## config.mk

```make
export PLATFORM = sky130hd
export DESIGN_NAME = tdc_therm_decoder
export DESIGN_NICKNAME = d
export VERILOG_FILES = /design/src/rtl/tdc_therm_decoder.sv
export SDC_FILE = /design/constraint.sdc
export NUM_CORES = 1
export LEC_CHECK = 0
export ABC_CLOCK_PERIOD_IN_PS = 21800
export CAP_MARGIN = 20
export CORE_ASPECT_RATIO = 0.8
export CORE_UTILIZATION = 45
export DETAILED_ROUTE_END_ITERATION = 8
export GPL_TIMING_DRIVEN = 0
export PLACE_DENSITY = 0.69
export SLEW_MARGIN = 20
export SYNTH_ARGS = -nofsm -noshare
export SYNTH_HDL_FRONTEND = slang
export SYNTH_SLANG_ARGS = --single-unit
export TNS_END_PERCENT = 50
```

## constraint.sdc

```tcl
create_clock -name clk -period 21.8 [get_ports clk]
set_input_delay 3.27 -clock clk [delete_from_list [all_inputs] [get_ports clk]]
set_output_delay 3.27 -clock clk [all_outputs]
set_load 0.01 [all_outputs]
```

## src/rtl/tdc_therm_decoder.sv

```systemverilog
// Decodes UP/DWN thermometer codes from the TDC into a signed phase error per pulse event.
// Publishes 2 clk after the first all-zero input sample; no backpressure (err_valid is a strobe).
module tdc_therm_decoder #(
  parameter int TIMEOUT = 63
) (
  input  logic        clk,
  input  logic        reset,
  input  logic [31:0] up_error,
  input  logic [31:0] dwn_error,
  output logic [6:0]  phase_err,
  output logic        err_valid,
  output logic        err_sat,
  output logic        err_bubble,
  output logic        err_timeout,
  output logic [15:0] meas_count
);

  typedef enum logic [1:0] {
    IDLE    = 2'd0,
    MEASURE = 2'd1,
    HOLD    = 2'd2
  } state_t;

  localparam logic [6:0] TIMEOUT_W = 7'(TIMEOUT);

  state_t      state;
  logic [31:0] up_q;
  logic [31:0] dwn_q;
  logic [5:0]  max_up;
  logic [5:0]  max_dn;
  logic [5:0]  timer;
  logic        sat_acc;
  logic        bub_acc;

  logic [5:0]  up_cnt;
  logic [5:0]  dn_cnt;
  logic        any_nz;
  logic        smp_sat;
  logic        smp_bub;
  logic [5:0]  max_up_nxt;
  logic [5:0]  max_dn_nxt;
  logic [6:0]  timer_nxt;
  logic [6:0]  diff_held;
  logic [6:0]  diff_nxt;

  // Population count rather than leading-one position, so bubbles only cost an LSB.
  function automatic logic [5:0] popcount(input logic [31:0] code);
    logic [5:0] n;
    n = 6'd0;
    for (int i = 0; i < 32; i++) begin
      n = n + {5'd0, code[i]};
    end
    return n;
  endfunction

  function automatic logic is_bubble(input logic [31:0] code);
    logic [31:0] nxt;
    nxt = code + 32'd1;
    return (code != 32'd0) && ((code & nxt) != 32'd0);
  endfunction

  always_comb begin
    up_cnt     = popcount(up_q);
    dn_cnt     = popcount(dwn_q);
    any_nz     = (up_q != 32'd0) || (dwn_q != 32'd0);
    smp_sat    = (up_cnt == 6'd32) || (dn_cnt == 6'd32);
    smp_bub    = is_bubble(up_q) || is_bubble(dwn_q);
    max_up_nxt = (up_cnt > max_up) ? up_cnt : max_up;
    max_dn_nxt = (dn_cnt > max_dn) ? dn_cnt : max_dn;
    timer_nxt  = {1'b0, timer} + 7'd1;
    diff_held  = {1'b0, max_up} - {1'b0, max_dn};
    diff_nxt   = {1'b0, max_up_nxt} - {1'b0, max_dn_nxt};
  end

  always_ff @(posedge clk) begin
    if (reset) begin
      state       <= IDLE;
      up_q        <= 32'd0;
      dwn_q       <= 32'd0;
      max_up      <= 6'd0;
      max_dn      <= 6'd0;
      timer       <= 6'd0;
      sat_acc     <= 1'b0;
      bub_acc     <= 1'b0;
      phase_err   <= 7'd0;
      err_valid   <= 1'b0;
      err_sat     <= 1'b0;
      err_bubble  <= 1'b0;
      err_timeout <= 1'b0;
      meas_count  <= 16'd0;
    end else begin
      up_q      <= up_error;
      dwn_q     <= dwn_error;
      err_valid <= 1'b0;
      case (state)
        IDLE: begin
          if (any_nz) begin
            state   <= MEASURE;
            max_up  <= up_cnt;
            max_dn  <= dn_cnt;
            timer   <= 6'd0;
            sat_acc <= smp_sat;
            bub_acc <= smp_bub;
          end
        end
        MEASURE: begin
          if (!any_nz) begin
            state       <= IDLE;
            phase_err   <= diff_held;
            err_sat     <= sat_acc;
            err_bubble  <= bub_acc;
            err_timeout <= 1'b0;
            err_valid   <= 1'b1;
            if (meas_count != 16'hFFFF) meas_count <= meas_count + 16'd1;
          end else begin
            max_up  <= max_up_nxt;
            max_dn  <= max_dn_nxt;
            sat_acc <= sat_acc | smp_sat;
            bub_acc <= bub_acc | smp_bub;
            timer   <= timer_nxt[5:0];
            // Stuck-high input: publish what was seen so far, including this sample.
            if (timer_nxt == TIMEOUT_W) begin
              state       <= HOLD;
              phase_err   <= diff_nxt;
              err_sat     <= sat_acc | smp_sat;
              err_bubble  <= bub_acc | smp_bub;
              err_timeout <= 1'b1;
              err_valid   <= 1'b1;
              if (meas_count != 16'hFFFF) meas_count <= meas_count + 16'd1;
            end
          end
        end
        HOLD: begin
          if (!any_nz) state <= IDLE;
        end
        default: state <= IDLE;
      endcase
    end
  end

endmodule

```

==> results of run 1 <==
-- area by class of cell --
| cell class | count | area [um2] |
|---|---|---|
| fill | 1459 | 6770 |
| multi-input combinational | 588 | 4640 |
| sequential | 113 | 2260 |
| timing repair buffer | 92 | 921 |
| inverter | 118 | 443 |
| clock buffer | 17 | 425 |
| tap | 215 | 269 |
| clock inverter | 15 | 136 |
| buffer | 20 | 85.1 |
-- metrics by stage --
stage	utilization (%)	cell area (um2)	hold slack, ps
finish	57.6	9180	459
global route	57.6	9180	491
global placement	54.0	8620	443
detailed placement	54.0	8620	449
floorplan	-	7430	430
CTS	57.6	9180	461
-- routing by layer --
metal	routed length, um	vias to the layer above
met5	0	-
met4	191	0
met3	1410	17
met2	8150	236
met1	9360	2935
li1	-	3085
-- worst max-delay path, delay by kind of cell (launching register included) --
family                   cells  cell delay (ps)
adder cells (fa/ha/maj)     11             4600
AO/OA/AOI/OAI                7             1680
flip-flops                   1              440
multiplexers                 1              430
buffers and inverters        3              270
XOR/XNOR                     1              230
AND/OR/NAND/NOR              1              170
-- flip-flops by register name (all words and copies together) (netlist names), 2 cells and up, named ones only --
register    cells
phase_err       7
meas_count     16
state           2
up_q           32
max_dn          6
max_up          5
timer           6
dwn_q          32
-- logic make-up after synthesis --
group,Yosys count,synth area share (%)
and+or+nand+nor,325,23.6
buffers and inverters,138,7.10
AOI/OAI and AO/OA,113,10.7
DFF,113,30.4
adders and majority gates,97,21.3
muxes,27,3.74
xor gates and xnor gates,26,3.06
-- cell usage in the layout (no fill, tap or decap), types with 4 or more instances in the layout --
master and n:
a31oi_1 9, mux2_2 6, fa_1 50, o21a_1 5, xor2_1 14, nor3b_1 4, nor4_1 27, a2111oi_0 5
nand4_1 29, nand2b_1 5, inv_1 118, o21ai_0 22, dfxtp_1 113, a21o_1 4, a211oi_1 6, mux2i_1 21
or2_2 4, clkinv_4 4, clkbuf_1 17, clkbuf_16 17, nand3_1 24, and2_1 4, nor2_1 65, and3_1 7
xnor2_1 12, nor4b_1 4, nor3_1 15, ha_1 45, a22oi_1 4, a21oi_1 24, clkdlybuf4s50_1 92, clkinvlp_4 4
nand2_1 49, nor2b_1 75
-- worst paths after layout --
kind           start           end  slack (ps)  depth (start not counted)
min reg2reg  bub_acc       bub_acc         460                          2
min          bub_acc       bub_acc         460                          2
max          up_q[1]  phase_err[6]       13940                         24
max reg2reg  up_q[1]  phase_err[6]       13940                         24
==> flow_summary.yaml, run 1 <==
status:
  outcome: "complete, no violations"
setup_path:
  crit_path_frequent_cell: "fa_1"
  crit_path_end_kind: "flop"
  path_max_fanout: 10
  crit_path_start_kind: "flop"
  slowest_delay_ps: 560
  crit_type: "flop to flop"
  cpMaxStageDelayCell: "fa_1"
  path_cells: "inv_1 -> fa_1 -> fa_1 -> fa_1 -> fa_1 -> fa_1 -> fa_1 -> inv_1 -> ha_1 -> fa_1 -> a21o_1 -> a21oi_1 -> xnor2_1 -> ha_1 -> nand4_1 -> a21oi_1 -> o32ai_4 -> mux2_2 -> fa_1 -> inv_1 -> maj3_1 -> o21ai_1 -> a2111oi_2 -> o221a_1"
  worstPathArrival_ps: 8230
  crit_required_ps: 22170
logic_synthesis:
  ys_warn_count: 0
  yosysSeqAreaShare_pct: 30.4
  async_reset_ff_share_pct: 0
  yosys.area.top_type: "dfxtp_1"
  ys_ff_latch: 113
  synth_edf_count: 0
  synth_top_area_share_pct: 30.4
  ys_top_cells_by_area: "dfxtp_1 30%, fa_1 13%, ha_1 7.6%"
  postSynthCellCount: 839
  synth.avg_cell_area_um2: 8.86
  ys_top_cells_by_count: "118 x inv_1, 113 x dfxtp_1, 75 x nor2b_1"
  synth_area_um2: 7430
  ys_types: 63
  ys_dominant_reg_cell: "dfxtp_1"
  yosysMostFrequentCell: "inv_1"
  synth_fp_nets: 1000
timing:
  finalWorstSetupSlack_ps: 13940
  final_hold_viol_count: 0
  slew_headroom_pct: 37.8
  worstMarginPinSlew_ps: 933
  rsz0062_at_grt: "false"
  setup_tns_ps: 0
  clock_skew_ps: 9.52
  fin_crit_ps: 7860
  max_freq_mhz: 127
  setup_viol: 0
  slew_viol_final: 0
  finalCritPeriodShare_pct: 36.1
min_path:
  hold_path_class: "flop to flop"
clock_tree:
  cts_buffer_depth: 2
  postCtsHoldBufs: 0
  root_buffer: "clkbuf_16"
  cts.sinks: 113
  post_cts_resized: 0
  clkTransAtPathRegs_ps: 60
  h-tree-depth: 4
  cts_tree: "yes"
  post_cts_buffers: 0
  numCtsBuffers: 17
  clk_latency_ps: 420
routing:
  drc: 0
  wl_um: 19100
  drt_iter0_drc: 401
  drtAntennaViolNets: 0
  via_per_inst: 5.33
  vias: 6273
  dr.pass1.iters: 5
  routed_wire_length_per_instance_um: 16.2
global_route:
  grt.met3_usage_pct: 5.81
  overflow: 0
  grt.busiest_layer: "met2"
  grt_max_degree: 17
  gr-usage-met2_pct: 36.4
  grt_pass1_vias: 6101
  antenna_found_initial: 0
  grt_usage_pct: 24.1
  grt_pass1_wl_um: 31600
  grt_use_met1_pct: 34.0
final_layout:
  antenna_cells: 0
  finalNonFillerCells: 1178
  final_net_count: 1111
  layout-drive-gt1-share_pct: 5.50
  syn_to_final_growth_pct: 23.6
floorplanning:
  core-area_um2: 16000
  die_h_um: 117
  num_io_pins: 93
  dieArea_um2: 17000
  rows: 41
  start_util_pct: 46.6
  die_width_um: 146
run:
  drv_cap: 0
place:
  portBuffers: 92
  dp_slack_ps: 13950
  gp_congestion: 0.956
  detailed_place_hpwl_um: 14600
  dp.cells: 1146
Power of run 1 is left out: the tool's default activity adds up to more than one toggle a clock period on the data nets, which glitch-free logic cannot reach.
==> run 2, diff against run 1 <==
--- a/config.mk
+++ b/config.mk
@@ -5,13 +5,13 @@
 export SDC_FILE = /design/constraint.sdc
 export NUM_CORES = 1
 export LEC_CHECK = 0
-export ABC_CLOCK_PERIOD_IN_PS = 21800
+export ABC_CLOCK_PERIOD_IN_PS = 7000
 export CAP_MARGIN = 20
 export CORE_ASPECT_RATIO = 0.8
 export CORE_UTILIZATION = 45
 export DETAILED_ROUTE_END_ITERATION = 8
 export GPL_TIMING_DRIVEN = 0
-export PLACE_DENSITY = 0.69
+export PLACE_DENSITY = 0.71
 export SLEW_MARGIN = 20
 export SYNTH_ARGS = -nofsm -noshare
 export SYNTH_HDL_FRONTEND = slang
==> constraint.sdc (replaced) <==
create_clock -name clk -period 7 [get_ports clk]
set_input_delay 1.05 -clock clk [delete_from_list [all_inputs] [get_ports clk]]
set_output_delay 1.05 -clock clk [all_outputs]
set_load 0.01 [all_outputs]
==> run 2 against run 1 <==
The flow now finishes with violations (negative setup slack); global-route usage is 1.3 points higher; clock-buffer cell count stayed put; setup slack got worse by 14000 ps; core utilization increased by 3.9 points.
==> flow_summary.yaml, run 2 (synthesis results as in run 1) <==
status:
  outcome: "finished, violations left"
  violations: "negative setup slack"
final_layout:
  syn_to_final_growth_pct: 32.0
  seq_area_um2: 2360
  antenna_cells: 0
  final_common_cell: "inv_1"
  final_cell_mix: "99 x inv_1, 92 x clkdlybuf4s50_1, 84 x dfxtp_1, 75 x nor2b_1, 61 x nor2_1"
  finalNonFillerCells: 1211
  reg_top3: "dwn_q (32), up_q (32), meas_count (16)"
  final_net_count: 1144
  layout-drive-gt1-share_pct: 17.9
  multiInputGateArea_um2: 4900
  fill_cells: 1322
setup_path:
  reg2reg_from: "dwn_q[19]"
  slowest_delay_ps: 540
  rrSetupSlack_ps: -190
  critPathBufInv: 5
  critPathTopFamily: "adder cells"
  rr_endpoint: "phase_err[4]"
  worstPathArrival_ps: 7480
  r2r_cells: 26
  crit_path_start_kind: "flop"
  crit_path_frequent_cell: "fa_1"
  cpMaxStageDelayCell: "fa_2"
  crit_required_ps: 7290
  path_max_fanout: 7
  crit_path_end_kind: "flop"
  crit_type: "flop to flop"
place:
  dp.cells: 1146
  portBuffers: 92
  detailed_place_hpwl_um: 14700
  dp_slack_ps: -660
  gp_congestion: 0.940
floorplanning:
  die_h_um: 117
  dieArea_um2: 17000
  core-area_um2: 16000
  die_width_um: 146
  start_util_pct: 46.6
  rows: 41
  num_io_pins: 93
routing:
  wl_um: 20300
  vias: 6542
  routed_wire_length_per_instance_um: 16.8
  drtAntennaViolNets: 0
  via_per_inst: 5.40
  drt_iter0_drc: 490
  drc: 0
  dr.pass1.iters: 5
clock_tree:
  h-tree-depth: 4
  cts.sinks: 113
  clk_latency_ps: 430
  postCtsHoldBufs: 0
  cts_buffer_depth: 2
  cts_tree: "yes"
  clkTransAtPathRegs_ps: 60
  numCtsBuffers: 17
  root_buffer: "clkbuf_16"
timing:
  worstMarginPinSlew_ps: 873
  setup_tns_ps: -632
  final_hold_viol_count: 0
  fin_crit_ps: 7190
  rsz0062_at_grt: "true"
  finalWorstSetupSlack_ps: -189
  slew_viol_final: 0
  hold_slack_ps: 455
  clock_skew_ps: 9.96
  slew_headroom_pct: 41.8
  setup_viol: 4
  max_freq_mhz: 139
  finalCritPeriodShare_pct: 103
min_path:
  hold_path_class: "flop to flop"
  hold_path_depth: 2
  hold_end: "phase_err[2]"
  worstHoldStart: "phase_err[2]"
global_route:
  grt_max_degree: 17
  antenna_found_initial: 0
  grt_usage_pct: 25.4
  overflow: 0
  grt_pass1_wl_um: 33400
  grt_pass1_vias: 6418
run:
  drv_cap: 0
-- run 2: worst max-delay path by stage --
stage	startpoint	end	slack, ps	cells past startpoint
6_report	dwn_q[19]	phase_err[4]	-190	26
2_1_floorplan	dwn_q[11]	phase_err[6]	4	27
5_1_grt	dwn_q[23]	phase_err[6]	-450	27
4_1_cts	up_q[7]	phase_err[6]	-150	27
3_5_place_dp	up_q[23]	phase_err[6]	-660	27
3_3_place_gp	up_q[3]	phase_err[6]	-610	28
-- run 2: per-layer routing --
layer	global-route usage, %	wire length [um]	vias up
met4	8.63	364	0
met1	34.8	9310	3079
met3	5.66	1580	36
li1	-	-	3148
met5	0	0	-
met2	40.0	9070	279
-- run 2: area by class of cell --
type / count / share of cell area (%)
clock buffer: 17 / 4.34
clock inverter: 15 / 1.42
timing repair buffer: 125 / 12.0
buffer: 20 / 0.867
inverter: 118 / 4.62
multi-input combinational: 588 / 50.0
sequential: 113 / 24.0
tap: 215 / 2.74
-- run 2: repair_timing --
action / in CTS / in global routing
setup endpoints to repair: 6 / 6
pin swaps: 53 / 28
gates resized for setup: 95 / 28
setup buffers: 31 / 2
-- run 2: per-stage QoR --
step / instance area, um2 / utilization, %
3_5_place_dp: 8640 / 54.1
5_1_grt: 9810 / 61.5
6_report: 9810 / 61.5
2_1_floorplan: 7450 / -
4_1_cts: 9690 / 60.7
3_3_place_gp: 8640 / 54.1
-- run 2: worst register-to-register path, stage by stage, from the launching register on --
cell and delay, ps:
dfxtp_2 380, fa_1 510, inv_1 60, fa_2 540
fa_1 430, fa_1 540, fa_1 430, fa_1 510
inv_2 50, ha_4 160, fa_2 350, a21o_1 180
a21oi_2 160, xnor2_2 150, ha_1 280, nand4_1 150
a21oi_2 70, o32ai_4 440, mux2i_4 380, buf_6 140
fa_2 240, inv_2 50, maj3_2 330, o21ai_4 180
buf_4 150, xnor2_2 100, a31oi_1 90
Power of run 2 is left out for the same reason.
==> run 3, diff against run 2 <==
--- a/config.mk
+++ b/config.mk
@@ -9,9 +9,11 @@
 export CAP_MARGIN = 20
 export CORE_ASPECT_RATIO = 0.8
 export CORE_UTILIZATION = 45
+export CTS_BUF_LIST = sky130_fd_sc_hd__clkbuf_8
 export DETAILED_ROUTE_END_ITERATION = 8
 export GPL_TIMING_DRIVEN = 0
 export PLACE_DENSITY = 0.71
+export REMOVE_ABC_BUFFERS = 1
 export SLEW_MARGIN = 20
 export SYNTH_ARGS = -nofsm -noshare
 export SYNTH_HDL_FRONTEND = slang
==> run 3 against run 2 <==
The run still ends with negative setup slack left; die area unchanged; design area shrank 3.6%; global-route usage shrank 2.4 points; clock-buffer cell count grew 1; via count is 2.9% lower; first-iteration DRC count rose by 16%.
==> flow_summary.yaml, run 3 (synthesis results as in run 1) <==
setup_path:
  r2r_cells: 26
  reg2reg_from: "dwn_q[7]"
  crit_type: "flop to flop"
  crit_path_end_kind: "flop"
  crit_path_start_kind: "flop"
  critPathBufInv: 5
  rr_endpoint: "phase_err[5]"
  slowest_delay_ps: 540
  cpMaxStageDelayCell: "fa_1"
  critPathTopFamily: "adder cells"
  crit_path_frequent_cell: "fa_1"
  path_max_fanout: 5
  rrSetupSlack_ps: -70
  worstPathArrival_ps: 7450
  crit_required_ps: 7380
timing:
  fin_crit_ps: 7070
  worstMarginPinSlew_ps: 804
  max_freq_mhz: 141
  slew_headroom_pct: 46.4
  slew_viol_final: 0
  hold_slack_ps: 459
  finalCritPeriodShare_pct: 101
  clock_skew_ps: 14.1
  rsz0062_at_grt: "true"
  setup_viol: 2
  finalWorstSetupSlack_ps: -70.0
  final_hold_viol_count: 0
place:
  detailed_place_hpwl_um: 14100
  gp_congestion: 0.977
  portBuffers: 92
global_route:
  grt_pass1_vias: 6058
  grt_max_degree: 74
  grt_pass1_wl_um: 30500
  antenna_found_initial: 0
  overflow: 0
  grt_usage_pct: 23.0
clock_tree:
  postCtsHoldBufs: 0
  cts.sinks: 113
  clkTransAtPathRegs_ps: 80
  cts_buffer_depth: 2
  clk_latency_ps: 450
  root_buffer: "clkbuf_8"
  cts_tree: "yes"
  numCtsBuffers: 17
  h-tree-depth: 4
min_path:
  worstHoldStart: "bub_acc"
  hold_path_class: "flop to flop"
  hold_path_depth: 2
  hold_end: "bub_acc"
routing:
  vias: 6354
  via_per_inst: 5.35
  dr.pass1.iters: 5
  drt_iter0_drc: 566
  routed_wire_length_per_instance_um: 16.1
  wl_um: 19100
  drc: 0
  drtAntennaViolNets: 0
floorplanning:
  dieArea_um2: 17000
  core-area_um2: 16000
  die_width_um: 146
  start_util_pct: 46.6
  rows: 41
  die_h_um: 117
  num_io_pins: 93
final_layout:
  final_net_count: 1120
  syn_to_final_growth_pct: 27.3
  final_cell_mix: "110 x inv_1, 91 x clkdlybuf4s50_1, 84 x dfxtp_1, 75 x nor2b_1, 62 x nor2_1"
  final_common_cell: "inv_1"
  antenna_cells: 0
  reg_top3: "dwn_q (32), up_q (32), meas_count (16)"
  layout-drive-gt1-share_pct: 15.8
status:
  outcome: "finished, violations left"
  violations: "negative setup slack"
run:
  drv_cap: 0
[run 3: final cells by class]
cell class	count	area, um2
fillers	1357	6500
multi-input cells	588	4870
flip-flops and latches	113	2350
repair buffers	121	1160
inverters	118	445
well taps	215	269
clock buffers	18	248
clock inverters	14	119
[run 3: worst max path at each step]
stage / cells after the start / endpoint / startpoint
floorplan: 24 / phase_err[6] / up_q[0]
CTS: 25 / phase_err[5] / dwn_q[17]
global placement: 24 / phase_err[6] / up_q[0]
global route: 26 / phase_err[5] / dwn_q[3]
detailed placement: 25 / phase_err[6] / up_q[0]
finish: 26 / phase_err[5] / dwn_q[7]
[run 3: what timing repair did]
item	4_1_cts	5_1_grt
gates resized for setup	81	23
pin swaps	40	8
buffers inserted	22	6
endpoints found under the setup margin	6	6
[run 3: metrics by stage]
| step | util (%) | setup slack [ps] | cell area (um2) | cells | TNS (ps) |
|---|---|---|---|---|---|
| after detailed placement | 53.7 | -750 | 8560 | 1127 | -3510 |
| after global routing | 59.3 | -393 | 9460 | 1187 | -1760 |
| after floorplan | - | -255 | 7350 | 819 | -528 |
| after global placement | 53.5 | -710 | 8540 | 1126 | -3500 |
| final | 59.3 | -70.0 | 9460 | 1187 | -130 |
| after CTS | 58.3 | -52.8 | 9310 | 1181 | -129 |
[run 3: routing by layer]
metal  part of all wire (%)  global-route usage, %
met5                      0                      0
met4                    1.7                   7.93
met3                    7.6                   6.20
met2                     40                   32.9
met1                     50                   33.3
[run 3: worst reg2reg max path, cell delays in order, from the launching register on]
cell and delay [ps]:
dfxtp_2 390, inv_1 110, fa_1 490, fa_2 350, inv_1 80, fa_1 440
fa_1 500, fa_1 540, inv_1 50, fa_1 530, inv_1 70, ha_1 300
a211oi_1 230, nor2_1 100, xor2_1 230, ha_1 300, a211oi_2 240, nor2_2 90
o32ai_4 310, buf_6 170, mux2i_4 260, ha_4 230, a21oi_2 120, maj3_2 290
nor3b_1 70, or3b_1 380, o21ai_1 130
Power of run 3 is left out for the same reason.
